**src/rtl/bcd_share_arbiter.sv**
```systemverilog
// Round-robin share of one binary->BCD converter; ack at T, out_valid at T+2, min 3 cycles/conversion.
// Backpressure: result held stable in RESP until out_ready; no new operand accepted meanwhile.

module binary_to_bcd (
    input  logic [7:0] bin,
    output logic [3:0] hundreds,
    output logic [3:0] tens,
    output logic [3:0] ones
);
    logic [19:0] sr;

    // Double dabble; the hundreds nibble never exceeds 2 so it needs no adjust.
    always_comb begin
        sr = {12'd0, bin};
        for (int i = 0; i < 8; i++) begin
            if (sr[11:8] >= 4'd5) sr[11:8] = sr[11:8] + 4'd3;
            if (sr[15:12] >= 4'd5) sr[15:12] = sr[15:12] + 4'd3;
            sr = sr << 1;
        end
        hundreds = sr[19:16];
        tens     = sr[15:12];
        ones     = sr[11:8];
    end
endmodule

module bcd_share_arbiter #(
    parameter int NUM_REQ = 3
) (
    input  logic                         clk,
    input  logic                         rst,
    input  logic [NUM_REQ-1:0]           req,
    input  logic [8*NUM_REQ-1:0]         value,
    output logic [NUM_REQ-1:0]           ack,
    output logic                         busy,
    output logic                         out_valid,
    input  logic                         out_ready,
    output logic [$clog2(NUM_REQ)-1:0]   out_id,
    output logic [3:0]                   out_hundreds,
    output logic [3:0]                   out_tens,
    output logic [3:0]                   out_ones
);
    localparam int ID_W = $clog2(NUM_REQ);

    typedef enum logic [1:0] {IDLE, CONV, RESP} state_t;

    state_t          state_q, state_d;
    logic [7:0]      op_q, op_d;
    logic [ID_W-1:0] id_q, id_d;
    logic [ID_W-1:0] last_grant_q, last_grant_d;
    logic [ID_W-1:0] out_id_q, out_id_d;
    logic [3:0]      hund_q, hund_d;
    logic [3:0]      tens_q, tens_d;
    logic [3:0]      ones_q, ones_d;

    logic [ID_W-1:0] hi_win, lo_win, winner;
    logic            found_hi;
    logic [7:0]      sel_val;
    logic [3:0]      bcd_h, bcd_t, bcd_o;

    binary_to_bcd u_bcd (
        .bin      (op_q),
        .hundreds (bcd_h),
        .tens     (bcd_t),
        .ones     (bcd_o)
    );

    // Lowest requester above last_grant wins; otherwise wrap to the lowest overall.
    always_comb begin
        hi_win   = '0;
        lo_win   = '0;
        found_hi = 1'b0;
        for (int i = NUM_REQ - 1; i >= 0; i--) begin
            if (req[i] && (ID_W'(i) > last_grant_q)) begin
                hi_win   = ID_W'(i);
                found_hi = 1'b1;
            end
            if (req[i]) lo_win = ID_W'(i);
        end
        winner = found_hi ? hi_win : lo_win;
    end

    always_comb begin
        sel_val = '0;
        for (int k = 0; k < NUM_REQ; k++) begin
            if (ID_W'(k) == winner) sel_val = value[8*k +: 8];
        end
    end

    always_comb begin
        state_d      = state_q;
        op_d         = op_q;
        id_d         = id_q;
        last_grant_d = last_grant_q;
        out_id_d     = out_id_q;
        hund_d       = hund_q;
        tens_d       = tens_q;
        ones_d       = ones_q;
        ack          = '0;
        case (state_q)
            IDLE: begin
                if (|req) begin
                    ack          = NUM_REQ'(1) << winner;
                    op_d         = sel_val;
                    id_d         = winner;
                    last_grant_d = winner;
                    state_d      = CONV;
                end
            end
            CONV: begin
                hund_d   = bcd_h;
                tens_d   = bcd_t;
                ones_d   = bcd_o;
                out_id_d = id_q;
                state_d  = RESP;
            end
            RESP: begin
                if (out_ready) state_d = IDLE;
            end
            default: state_d = IDLE;
        endcase
    end

    always_ff @(posedge clk) begin
        if (rst) begin
            state_q      <= IDLE;
            op_q         <= '0;
            id_q         <= '0;
            last_grant_q <= ID_W'(NUM_REQ - 1);
            out_id_q     <= '0;
            hund_q       <= '0;
            tens_q       <= '0;
            ones_q       <= '0;
        end else begin
            state_q      <= state_d;
            op_q         <= op_d;
            id_q         <= id_d;
            last_grant_q <= last_grant_d;
            out_id_q     <= out_id_d;
            hund_q       <= hund_d;
            tens_q       <= tens_d;
            ones_q       <= ones_d;
        end
    end

    assign busy         = (state_q != IDLE);
    assign out_valid    = (state_q == RESP);
    assign out_id       = out_id_q;
    assign out_hundreds = hund_q;
    assign out_tens     = tens_q;
    assign out_ones     = ones_q;
endmodule

```
**config.mk**
```make
export PLATFORM = sky130hd
export DESIGN_NAME = bcd_share_arbiter
export DESIGN_NICKNAME = d
export VERILOG_FILES = /design/src/rtl/bcd_share_arbiter.sv
export SDC_FILE = /design/constraint.sdc
export NUM_CORES = 1
export LEC_CHECK = 0
export ABC_AREA = 1
export BUFFER_PORTS_ARGS = -buffer_cell sky130_fd_sc_hd__buf_4
export CAP_MARGIN = 10
export CORE_ASPECT_RATIO = 0.6
export CORE_MARGIN = 2
export CORE_UTILIZATION = 30
export CTS_CLUSTER_DIAMETER = 80
export DETAILED_ROUTE_END_ITERATION = 10
export GPL_TIMING_DRIVEN = 0
export PLACE_DENSITY_LB_ADDON = 0.2
export REMOVE_ABC_BUFFERS = 1
export SYNTH_ARGS = -nofsm -noshare
export SYNTH_HDL_FRONTEND = slang
export SYNTH_SLANG_ARGS = --single-unit
```
**constraint.sdc**
```tcl
create_clock -name clk -period 7.22 [get_ports clk]
set_input_delay 0.722 -clock clk [delete_from_list [all_inputs] [get_ports clk]]
set_output_delay 0.722 -clock clk [all_outputs]
set_load 0.05 [all_outputs]
```
==> summary.md, run 1 <==
| Metric | Value |
|---|---|
| Clock root cell | `sky130_fd_sc_hd__clkbuf_8` |
| Capture point of the worst path | `out_tens[2]` |
| Routed WL | `4384 µm` |
| Initial antenna violation count | `0` |
| Critical Path End Type | `register` |
| Dominant cell type by area after synthesis | `sky130_fd_sc_hd__dfxtp_1` |
| Placed cells | `417` |
| Cell count of the worst reg-to-reg path | `30` |
| Multiplexer fraction of the synthesized cell area | `0` |
| Fin. max-slew vios | `0` |
| Final Wtd Congestion | `0.8008` |
| Fin area | `0.002330 mm²` |
| Die Wd | `106.0 µm` |
| Synth-to-Final Area Change | `24.47%` |
| First DRT Iteration DRCs | `71` |
| Clock transition at the register clock pins on the worst setup and hold paths after CTS | `0.10 ns` |
| Synthesized-area fraction occupied by adder cells | `0.06016` |
| Worst Tran Pin Value | `0.7506 ns` |
| Post-DR wirelength/cell | `10.41 µm` |
| Average via count per standard cell | `4.401` |
| Max H-tree Level | `1` |
| Hold violation count in the final report | `0` |
| GRT Overall Usage | `0.1323` |
| Slowest-stage cell, CP | `sky130_fd_sc_hd__dfxtp_1` |
| Number of instances in the synthesized netlist | `294` |
| Number of synthesized register bits | `25` |
| Setup slack after placement | `3.188 ns` |
| Count of placed standard cells in the final layout, fillers left out | `421` |
| Top achievable clock speed | `247.2 MHz` |
| I/O pin count | `49` |
| Synthesized-area fraction occupied by xor and xnor cells | `0` |
| Detailed Routing Iterations Pass 1 | `4` |
| Vias in the first global route | `1,702` |
| Period minus WS final | `4.046 ns` |
| Run status | `completed` |
| Data required, critical path | `7.43 ns` |
| Worst Setup Start Kind | `register` |
| Global-route wire length before repair | `7500 µm` |
| Overall die height | `65.19 µm` |
| Highest cell delay on the worst timing path | `0.42 ns` |
| Number of buffers between clock root and the deepest sink | `2` |
| Combinational family with the most area after synthesis | `simple AND/OR/NAND/NOR gates` |
| Tcrit/Tclk final | `0.5604` |
| Summed instance area of the synthesized netlist | `0.001872 mm²` |
| Share of the core filled with cells | `0.3830` |
| Clock tree from TritonCTS | `yes` |
| Worst-case register-to-register setup slack | `3.17 ns` |
| Starting utilization of the core area | `0.3077` |
| Via count | `1,853` |
| Critical path launch point | `op_q[5]` |
| Number of distinct library cell variants in the gate-level netlist after synthesis | `30` |
| Mean Syn Cell Area | `6.367 µm²` |
| CTS Buf Count | `3` |
| Fin worst setup slack | `3.174 ns` |
| Number of enable-type register cells in the synthesized netlist | `0` |
| Detailed placement HPWL | `3466 µm` |
| Number of remaining DRC errors | `0` |
| Number of nets in the layout | `377` |
| Post-synth top flop | `sky130_fd_sc_hd__dfxtp_1` |
| Clock latency reported for the late side of the worst-skew pair | `0.28 ns` |
| Worst Clk Skew | `0.003200 ns` |
| Resized Gates After CTS | `0` |
| Worst min-delay path category | `register to register` |
| RR Endpoint | `out_tens[2]` |
| Largest net degree at the start of global routing | `21` |
| Instance area at placement | `0.002280 mm²` |
| Synthesis Warnings | `0` |
| Remaining antenna violation count after routing | `0` |
| Final total negative setup slack | `0 ns` |
| Type of the worst setup path | `register to register` |
| Power per cell area | `336.9 mW/mm²` |
| Clock net sink count | `25` |
| Leading cell types in the layout, fill and taps excluded | `sky130_fd_sc_hd__nand2_1 (68), sky130_fd_sc_hd__buf_4 (46), sky130_fd_sc_hd__inv_1 (44)` |
| Diodes inserted | `0` |
| GRT overflow | `0` |
| Simple-gate share of the synthesized area | `0.3777` |
| Compound-gate portion of the synthesized area | `0.1758` |
| Number of standard-cell rows in the floorplan | `22` |
| Die outline area | `0.006908 mm²` |
| CP arrival | `4.26 ns` |
| RSZ-0062 raised after global routing | `false` |
| # Post-CTS Setup Buffers | `0` |
| Synth top area share | `0.2674` |
| Post-synthesis sequential area ratio | `0.2674` |
| Synth area leaders | `sky130_fd_sc_hd__dfxtp_1 (27%), sky130_fd_sc_hd__nand2_1 (14%), sky130_fd_sc_hd__inv_1 (8.8%)` |
| Max-cap check violation count | `0` |
| PortBufs | `46` |
| Area of the core region | `0.006083 mm²` |
| Worst VDD drop | `0.0001133 V` |
| Rel. slew slack | `0.4973` |
| Number of endpoints failing setup at the final stage | `0` |
| Crit-path max FO | `5` |
| Total leakage power | `0.001247 µW` |
| Most common cell after layout, fill and taps aside | `sky130_fd_sc_hd__nand2_1` |
| Number of hold buffers added after cts | `0` |
| Worst flop-to-flop path startpoint | `op_q[5]` |
| Fraction of synthesis flops using an asynchronous set or reset pin | `0` |
| Proportion of layout cells with a drive suffix above 1 | `0.2463` |
worst min path at each step:
| stage | start | endpoint | cells after the start |
|---|---|---|---|
| after floorplan | id_q[1] | id_q[1] | 2 |
| after global placement | id_q[1] | id_q[1] | 2 |
| after detailed placement | id_q[1] | id_q[1] | 2 |
| after CTS | id_q[1] | id_q[1] | 2 |
| after global routing | out_ones[3] | out_ones[3] | 2 |
| final | id_q[1] | id_q[1] | 2 |
Yosys cell counts (3+ instances only):
| cell type | n |
|---|---|
| sky130_fd_sc_hd__nand2_2 | 12 |
| sky130_fd_sc_hd__ha_1 | 9 |
| sky130_fd_sc_hd__o21ai_0 | 33 |
| sky130_fd_sc_hd__nand3_1 | 21 |
| sky130_fd_sc_hd__a21oi_1 | 18 |
| sky130_fd_sc_hd__nand2_4 | 5 |
| sky130_fd_sc_hd__clkbuf_1 | 4 |
| sky130_fd_sc_hd__nand3_2 | 7 |
| sky130_fd_sc_hd__o21ai_1 | 3 |
| sky130_fd_sc_hd__nor2_1 | 23 |
| sky130_fd_sc_hd__dfxtp_1 | 25 |
| sky130_fd_sc_hd__inv_1 | 44 |
| sky130_fd_sc_hd__nand2_1 | 68 |
critical path, delay by kind of cell, from the launching register on:
family	cells	cell delay, ns
buffers and inverters	8	0.63
and+or+nand+nor	14	1.33
DFF	1	0.42
adders and majority gates	5	0.91
AOI/OAI and AO/OA	3	0.69
cells by family (layout without fill, tap and decap cells):
logic type | after synthesis | count (layout)
AOI/OAI and AO/OA | 60 | 60
adders and majority gates | 9 | 9
buffers and inverters | 54 | 96
DFF | 25 | 25
other | 1 | 2
and+or+nand+nor | 145 | 145
flip-flops by register name, indices dropped and copies added (netlist names):
register      flops
id_q              2
state_q           2
out_ones          4
out_hundreds      2
op_q              8
out_id            2
out_tens          4
last_grant_q      1
layout make-up:
class / count / area [µm²]
Clock buffer: 3 / 41.29
Clock inverter: 1 / 8.758
Fill cell: 651 / 3754
Inverter: 46 / 172.7
Multi-Input combinational cell: 216 / 1156
Sequential cell: 25 / 500.5
Tap cell: 84 / 105.1
Timing Repair Buffer: 46 / 345.3
per-layer routing:
metal / global-route usage / share of wire / vias up
met5: 0 / 0 / -
met2: 0.1992 / 0.38 / 53
li1: - / - / 1022
met4: 0.009868 / 0.0018 / 0
met3: 0.04167 / 0.069 / 2
met1: 0.1921 / 0.55 / 776
per-stage QoR:
stage | total power, µW | hold slack, ns
global placement | 687.0 | 0.4556
finish | 784.9 | 0.4693
global route | 867.3 | 0.5050
floorplan | 591.8 | 0.4361
CTS | 789.3 | 0.4714
detailed placement | 691.1 | 0.4559
report_power, final:
part           internal, µW  leakage, µW  switching (µW)
clock                  40.6    0.0000261            51.9
combinational           175      0.00101             344
sequential              159     0.000207            14.9
total                   374      0.00125             410
(Power assumes the default switching activity.)
==> run 2: changes to the inputs <==
==> constraint.sdc (replaced) <==
create_clock -name clk -period 3.2 [get_ports clk]
set_input_delay 0.32 -clock clk [delete_from_list [all_inputs] [get_ports clk]]
set_output_delay 0.32 -clock clk [all_outputs]
set_load 0.05 [all_outputs]
==> run 2 against run 1 <==
Net effect:
- the flow now finishes with violations (negative setup slack)
- global-route usage increased by 2.1 points
- non-clock buffer count increased by 32
- count of clock-buffer cells in the layout unchanged
- register-to-register slack worse by 3.4 ns
- cell area up 24%
- sequential cell count did not move
- die area stayed put
- critical endpoint is now out_tens[1]
- largest cell class unchanged
- largest power group unchanged
==> summary.md, run 2 (synthesis results as in run 1) <==
| Metric | Value |
|---|---|
| Run status | `complete, but fails checks` |
| Violated checks | `negative setup slack` |
| Max H-tree Level | `1` |
| Die Wd | `106.0 µm` |
| Fin area | `0.002892 mm²` |
| Worst Setup Start Kind | `register` |
| Cell count of the worst reg-to-reg path | `34` |
| Total leakage power | `0.001471 µW` |
| Fin. max-slew vios | `0` |
| Overall die height | `65.19 µm` |
| Period minus WS final | `3.467 ns` |
| Number of nets in the layout | `409` |
| Post-DR wirelength/cell | `11.62 µm` |
| Detailed placement HPWL | `3466 µm` |
| Most common cell after layout, fill and taps aside | `sky130_fd_sc_hd__buf_4` |
| Routed WL | `5263 µm` |
| Worst path buffer plus inverter count | `8` |
| Worst VDD drop | `0.0003392 V` |
| Worst min-delay path category | `primary input to register` |
| Leading cell types in the layout, fill and taps excluded | `sky130_fd_sc_hd__buf_4 (76), sky130_fd_sc_hd__nand2_1 (54), sky130_fd_sc_hd__inv_1 (33)` |
| Clock latency reported for the late side of the worst-skew pair | `0.28 ns` |
| Crit-path max FO | `5` |
| Share of the core filled with cells | `0.4753` |
| Vias in the first global route | `1,954` |
| Max-cap check violation count | `0` |
| RSZ-0062 raised after global routing | `true` |
| Number of endpoints failing setup at the final stage | `6` |
| Fin worst setup slack | `-0.2668 ns` |
| Initial antenna violation count | `0` |
| PortBufs | `46` |
| Number of remaining DRC errors | `0` |
| Diodes inserted | `0` |
| CTS Buf Count | `3` |
| Critical path launch point | `op_q[5]` |
| Crit path max-delay family | `simple AND/OR/NAND/NOR gates` |
| Area of the core region | `0.006083 mm²` |
| Worst Clk Skew | `0.001717 ns` |
| Synth-to-Final Area Change | `54.48%` |
| RR Endpoint | `out_tens[1]` |
| Final Wtd Congestion | `0.8008` |
| Hold wc startpoint | `out_ready` |
| Starting utilization of the core area | `0.3077` |
| Proportion of layout cells with a drive suffix above 1 | `0.4363` |
| Clock net sink count | `25` |
| Worst-case register-to-register setup slack | `-0.27 ns` |
| Worst Tran Pin Value | `0.7578 ns` |
| Critical Path End Type | `register` |
| Number of standard-cell rows in the floorplan | `22` |
| Slowest-stage cell, CP | `sky130_fd_sc_hd__dfxtp_2` |
| Number of buffers between clock root and the deepest sink | `2` |
| Hold worst-path end | `state_q[1]` |
| Die outline area | `0.006908 mm²` |
| Type of the worst setup path | `register to register` |
| Largest net degree at the start of global routing | `21` |
| Hold violation count in the final report | `0` |
| Via count | `2,044` |
| Rel. slew slack | `0.4924` |
| Count of cells along the worst hold path | `4` |
| Global-route wire length before repair | `8673 µm` |
| Highest cell delay on the worst timing path | `0.35 ns` |
| Top achievable clock speed | `288.5 MHz` |
| Flip-flop count of the largest register, all copies and words added | `8` |
| Worst flop-to-flop path startpoint | `op_q[5]` |
| I/O pin count | `49` |
| First DRT Iteration DRCs | `43` |
| Clock root cell | `sky130_fd_sc_hd__clkbuf_8` |
| Instance area at placement | `0.002280 mm²` |
| GRT Overall Usage | `0.1530` |
| Remaining antenna violation count after routing | `0` |
| Clock transition at the register clock pins on the worst setup and hold paths after CTS | `0.10 ns` |
| Average via count per standard cell | `4.512` |
| Data required, critical path | `3.39 ns` |
| Critical Path Most Common Cell | `sky130_fd_sc_hd__nand2_4` |
| GRT overflow | `0` |
| Tcrit/Tclk final | `1.083` |
| Detailed Routing Iterations Pass 1 | `4` |
| CP arrival | `3.66 ns` |
| Clock tree from TritonCTS | `yes` |
| Power per cell area | `774.0 mW/mm²` |
| Top register by number of flip-flops | `op_q` |
## run 2: worst max-delay path by stage
stage / to / slack [ns] / cells past startpoint
finish: out_tens[1] / -0.27 / 34
global route: out_tens[1] / -0.55 / 34
CTS: out_tens[1] / -0.23 / 34
detailed placement: out_tens[2] / -0.83 / 30
global placement: out_tens[1] / -0.79 / 33
floorplan: out_tens[1] / -0.40 / 33
## run 2: final cells by class
| cell class | instances | area [µm²] |
|---|---|---|
| Fill cell | 601 | 3192 |
| Sequential cell | 25 | 503.0 |
| Clock buffer | 3 | 41.29 |
| Timing Repair Buffer | 78 | 601.8 |
| Inverter | 46 | 180.2 |
| Clock inverter | 1 | 8.758 |
| Multi-Input combinational cell | 216 | 1451 |
| Tap cell | 84 | 105.1 |
## run 2: tightest hold or removal path, stage by stage
cell and delay [ns]:
sky130_fd_sc_hd__buf_4 0.07, sky130_fd_sc_hd__inv_1 0.03, sky130_fd_sc_hd__nand2_1 0.05, sky130_fd_sc_hd__a21oi_1 0.05
## run 2: what timing repair did
action	CTS	global route
gates resized for setup	44	35
pin swaps	19	23
setup endpoints to repair	9	9
setup buffers	26	11
hold buffers	0	0
## run 2: power breakdown
part | switching (µW) | internal [µW] | total, µW
logic | 983 | 648 | 1630
clock network | 115 | 91.5 | 206
registers | 40.6 | 361 | 401
total | 1140 | 1100 | 2240
## run 2: metal layers
layer / global-route usage / up-vias / wire, µm
li1: - / 1088 / -
met1: 0.2053 / 902 / 2605
met2: 0.2589 / 50 / 2311
met3: 0.04167 / 4 / 318
met4: 0.009868 / 0 / 27
met5: 0 / - / 0
## run 2: metrics by stage
| stage | setup slack, ns | cells | TNS [ns] | hold slack (ns) | total power (µW) |
|---|---|---|---|---|---|
| finish | -0.2668 | 453 | -0.8963 | 0.2799 | 2238 |
| floorplan | -0.3980 | 287 | -1.410 | 0.3891 | 1335 |
| CTS | -0.2256 | 447 | -1.191 | 0.2799 | 2045 |
| global placement | -0.7881 | 417 | -4.372 | 0.4556 | 1550 |
| global route | -0.5464 | 453 | -2.634 | 0.2965 | 2429 |
| detailed placement | -0.8323 | 417 | -4.711 | 0.4559 | 1559 |
==> run 3: changes to the inputs <==
--- a/config.mk
+++ b/config.mk
@@ -13,7 +13,6 @@
 export CORE_UTILIZATION = 30
 export CTS_CLUSTER_DIAMETER = 80
 export DETAILED_ROUTE_END_ITERATION = 10
-export GPL_TIMING_DRIVEN = 0
 export PLACE_DENSITY_LB_ADDON = 0.2
 export REMOVE_ABC_BUFFERS = 1
 export SYNTH_ARGS = -nofsm -noshare
==> run 3 against run 2 <==
Net effect:
- the run still ends with negative setup slack left
- sequential power shrank 1%
- clock power grew 2%
- fmax grew 1.0%
- die area is the same
- global-route usage grew 0.85 points
- worst hold slack lost 0.0029 ns
- critical path type unchanged
- via count grew 4.8%
- combinational power grew 12%
==> summary.md, run 3 (synthesis results as in run 1) <==
| Metric | Value |
|---|---|
| Top achievable clock speed | `291.4 MHz` |
| Worst Setup Start Kind | `register` |
| Number of nets in the layout | `436` |
| Highest cell delay on the worst timing path | `0.34 ns` |
| FF/Latch Area | `503.0 µm²` |
| Fin. max-slew vios | `0` |
| Period minus WS final | `3.432 ns` |
| Data required, critical path | `3.39 ns` |
| Clock transition at the register clock pins on the worst setup and hold paths after CTS | `0.10 ns` |
| Hold wc startpoint | `out_ready` |
| Worst VDD drop | `0.0002933 V` |
| Overall die height | `65.19 µm` |
| Global-route wire length before repair | `9073 µm` |
| Vias in the first global route | `1,979` |
| Worst flop-to-flop path startpoint | `op_q[5]` |
| Hold violation count in the final report | `0` |
| Clock root cell | `sky130_fd_sc_hd__clkbuf_8` |
| Starting utilization of the core area | `0.3077` |
| Largest net degree at the start of global routing | `21` |
| Synth-to-Final Area Change | `61.10%` |
| I/O pin count | `49` |
| Top register by number of flip-flops | `op_q` |
| Total leakage power | `0.001584 µW` |
| Number of standard-cell rows in the floorplan | `22` |
| Critical path launch point | `op_q[5]` |
| Critical Path End Type | `register` |
| Die Wd | `106.0 µm` |
| GRT overflow | `0` |
| Average via count per standard cell | `4.465` |
| Max H-tree Level | `1` |
| Via count | `2,143` |
| Tcrit/Tclk final | `1.072` |
| Post-DR wirelength/cell | `11.41 µm` |
| Initial antenna violation count | `0` |
| Clock latency reported for the late side of the worst-skew pair | `0.28 ns` |
| Met1 demand-to-capacity share in global routing | `0.2285` |
| Worst Clk Skew | `0.003707 ns` |
| Met3 routing resource usage after global routing | `0.03571` |
| Number of endpoints failing setup at the final stage | `8` |
| Most used routing layer | `met2` |
| Fin worst setup slack | `-0.2316 ns` |
| Type of the worst setup path | `register to register` |
| Worst min-delay path category | `primary input to register` |
| GRT met2 Usage | `0.2597` |
| Multi-input combinational cell area | `0.001368 mm²` |
| Most common cell after layout, fill and taps aside | `sky130_fd_sc_hd__buf_4` |
| Proportion of layout cells with a drive suffix above 1 | `0.4444` |
| Power per cell area | `803.8 mW/mm²` |
| Diodes inserted | `0` |
| CP arrival | `3.62 ns` |
| Number of hold buffers added after cts | `0` |
| Final Wtd Congestion | `0.7906` |
| Max-cap check violation count | `0` |
| Remaining antenna violation count after routing | `0` |
| Hold Slack | `0.2770 ns` |
| First DRT Iteration DRCs | `76` |
| Run status | `complete, but fails checks` |
| Rel. slew slack | `0.5934` |
| Routed WL | `5475 µm` |
| Flip-flop count of the largest register, all copies and words added | `8` |
| Die outline area | `0.006908 mm²` |
| Critical Path Most Common Cell | `sky130_fd_sc_hd__nand2_2` |
| Final total negative setup slack | `-1.079 ns` |
| Detailed placement HPWL | `3713 µm` |
| PortBufs | `46` |
| Number of remaining DRC errors | `0` |
| CTS Buf Count | `3` |
| RSZ-0062 raised after global routing | `true` |
| Detailed Routing Iterations Pass 1 | `4` |
| Fill cell instance count of the final layout | `599` |
| Area of the core region | `0.006083 mm²` |
| GRT Overall Usage | `0.1615` |
| Slowest-stage cell, CP | `sky130_fd_sc_hd__dfxtp_2` |
| Crit-path max FO | `5` |
| Number of buffers between clock root and the deepest sink | `2` |
| Post-layout power | `2424 µW` |
| Worst Tran Pin Value | `0.6059 ns` |
| Violated checks | `negative setup slack` |
| Clock net sink count | `25` |
| Leading cell types in the layout, fill and taps excluded | `sky130_fd_sc_hd__buf_4 (98), sky130_fd_sc_hd__nand2_1 (58), sky130_fd_sc_hd__inv_1 (37)` |
| Clock tree from TritonCTS | `yes` |
-- run 3: changes by cell type in the layout (fill, tap and decap cells not counted), moves of 4 or more --
cell	previous run	this run
sky130_fd_sc_hd__nand2_4	14	10
sky130_fd_sc_hd__buf_6	1	7
sky130_fd_sc_hd__buf_4	76	98
sky130_fd_sc_hd__nand2_1	54	58
sky130_fd_sc_hd__inv_1	33	37
-- run 3: layout make-up --
class | instances | share of cell area
well taps | 84 | 0.03485
multi-input cells | 216 | 0.4535
repair buffers | 105 | 0.2701
flip-flops and latches | 25 | 0.1668
clock inverters | 1 | 0.002905
clock buffers | 3 | 0.01369
inverters | 46 | 0.05809
-- run 3: path summary, 6_finish.rpt --
path         slack [ns]  cells after the start          end
max               -0.23                     32  out_tens[1]
min                0.28                      4   state_q[1]
max reg2reg       -0.23                     32  out_tens[1]
min reg2reg        0.47                      2      id_q[1]
-- run 3: repair_timing --
item / 4_1_cts / 5_1_grt
pin swaps: 22 / 19
gates cloned: 0 / 0
setup endpoints to repair: 8 / 9
buffers inserted: 22 / 3
resized for setup: 49 / 13
-- run 3: per-layer routing --
layer,part of all wire,vias to the layer above,wire length [µm]
met5,0,-,0
met4,0.0058,0,32
met3,0.040,6,220
met2,0.43,46,2357
met1,0.52,950,2865
li1,-,1141,-
-- run 3: power breakdown --
| group | internal [µW] | switching, µW | total (µW) |
|---|---|---|---|
| Combinational | 826 | 993 | 1820 |
| Sequential | 360 | 34.6 | 395 |
| Clock | 91.6 | 118 | 210 |
-- run 3: worst max-delay path, delay by kind of cell (launching register included) --
family	cells	cell delay, ns
fa+ha+maj	5	0.81
buf+inv	6	0.34
flops	1	0.34
simple gates	21	1.87
-- run 3: through the flow --
stage	cells	worst slack (ns)	util	instance area [µm²]
final	480	-0.2316	0.4957	3015
after global routing	480	-0.4662	0.4957	3015
after CTS	477	-0.1796	0.4813	2928
after detailed placement	451	-0.4986	0.4167	2535
after global placement	451	-0.3652	0.4167	2535
after floorplan	287	-0.3980	-	1829
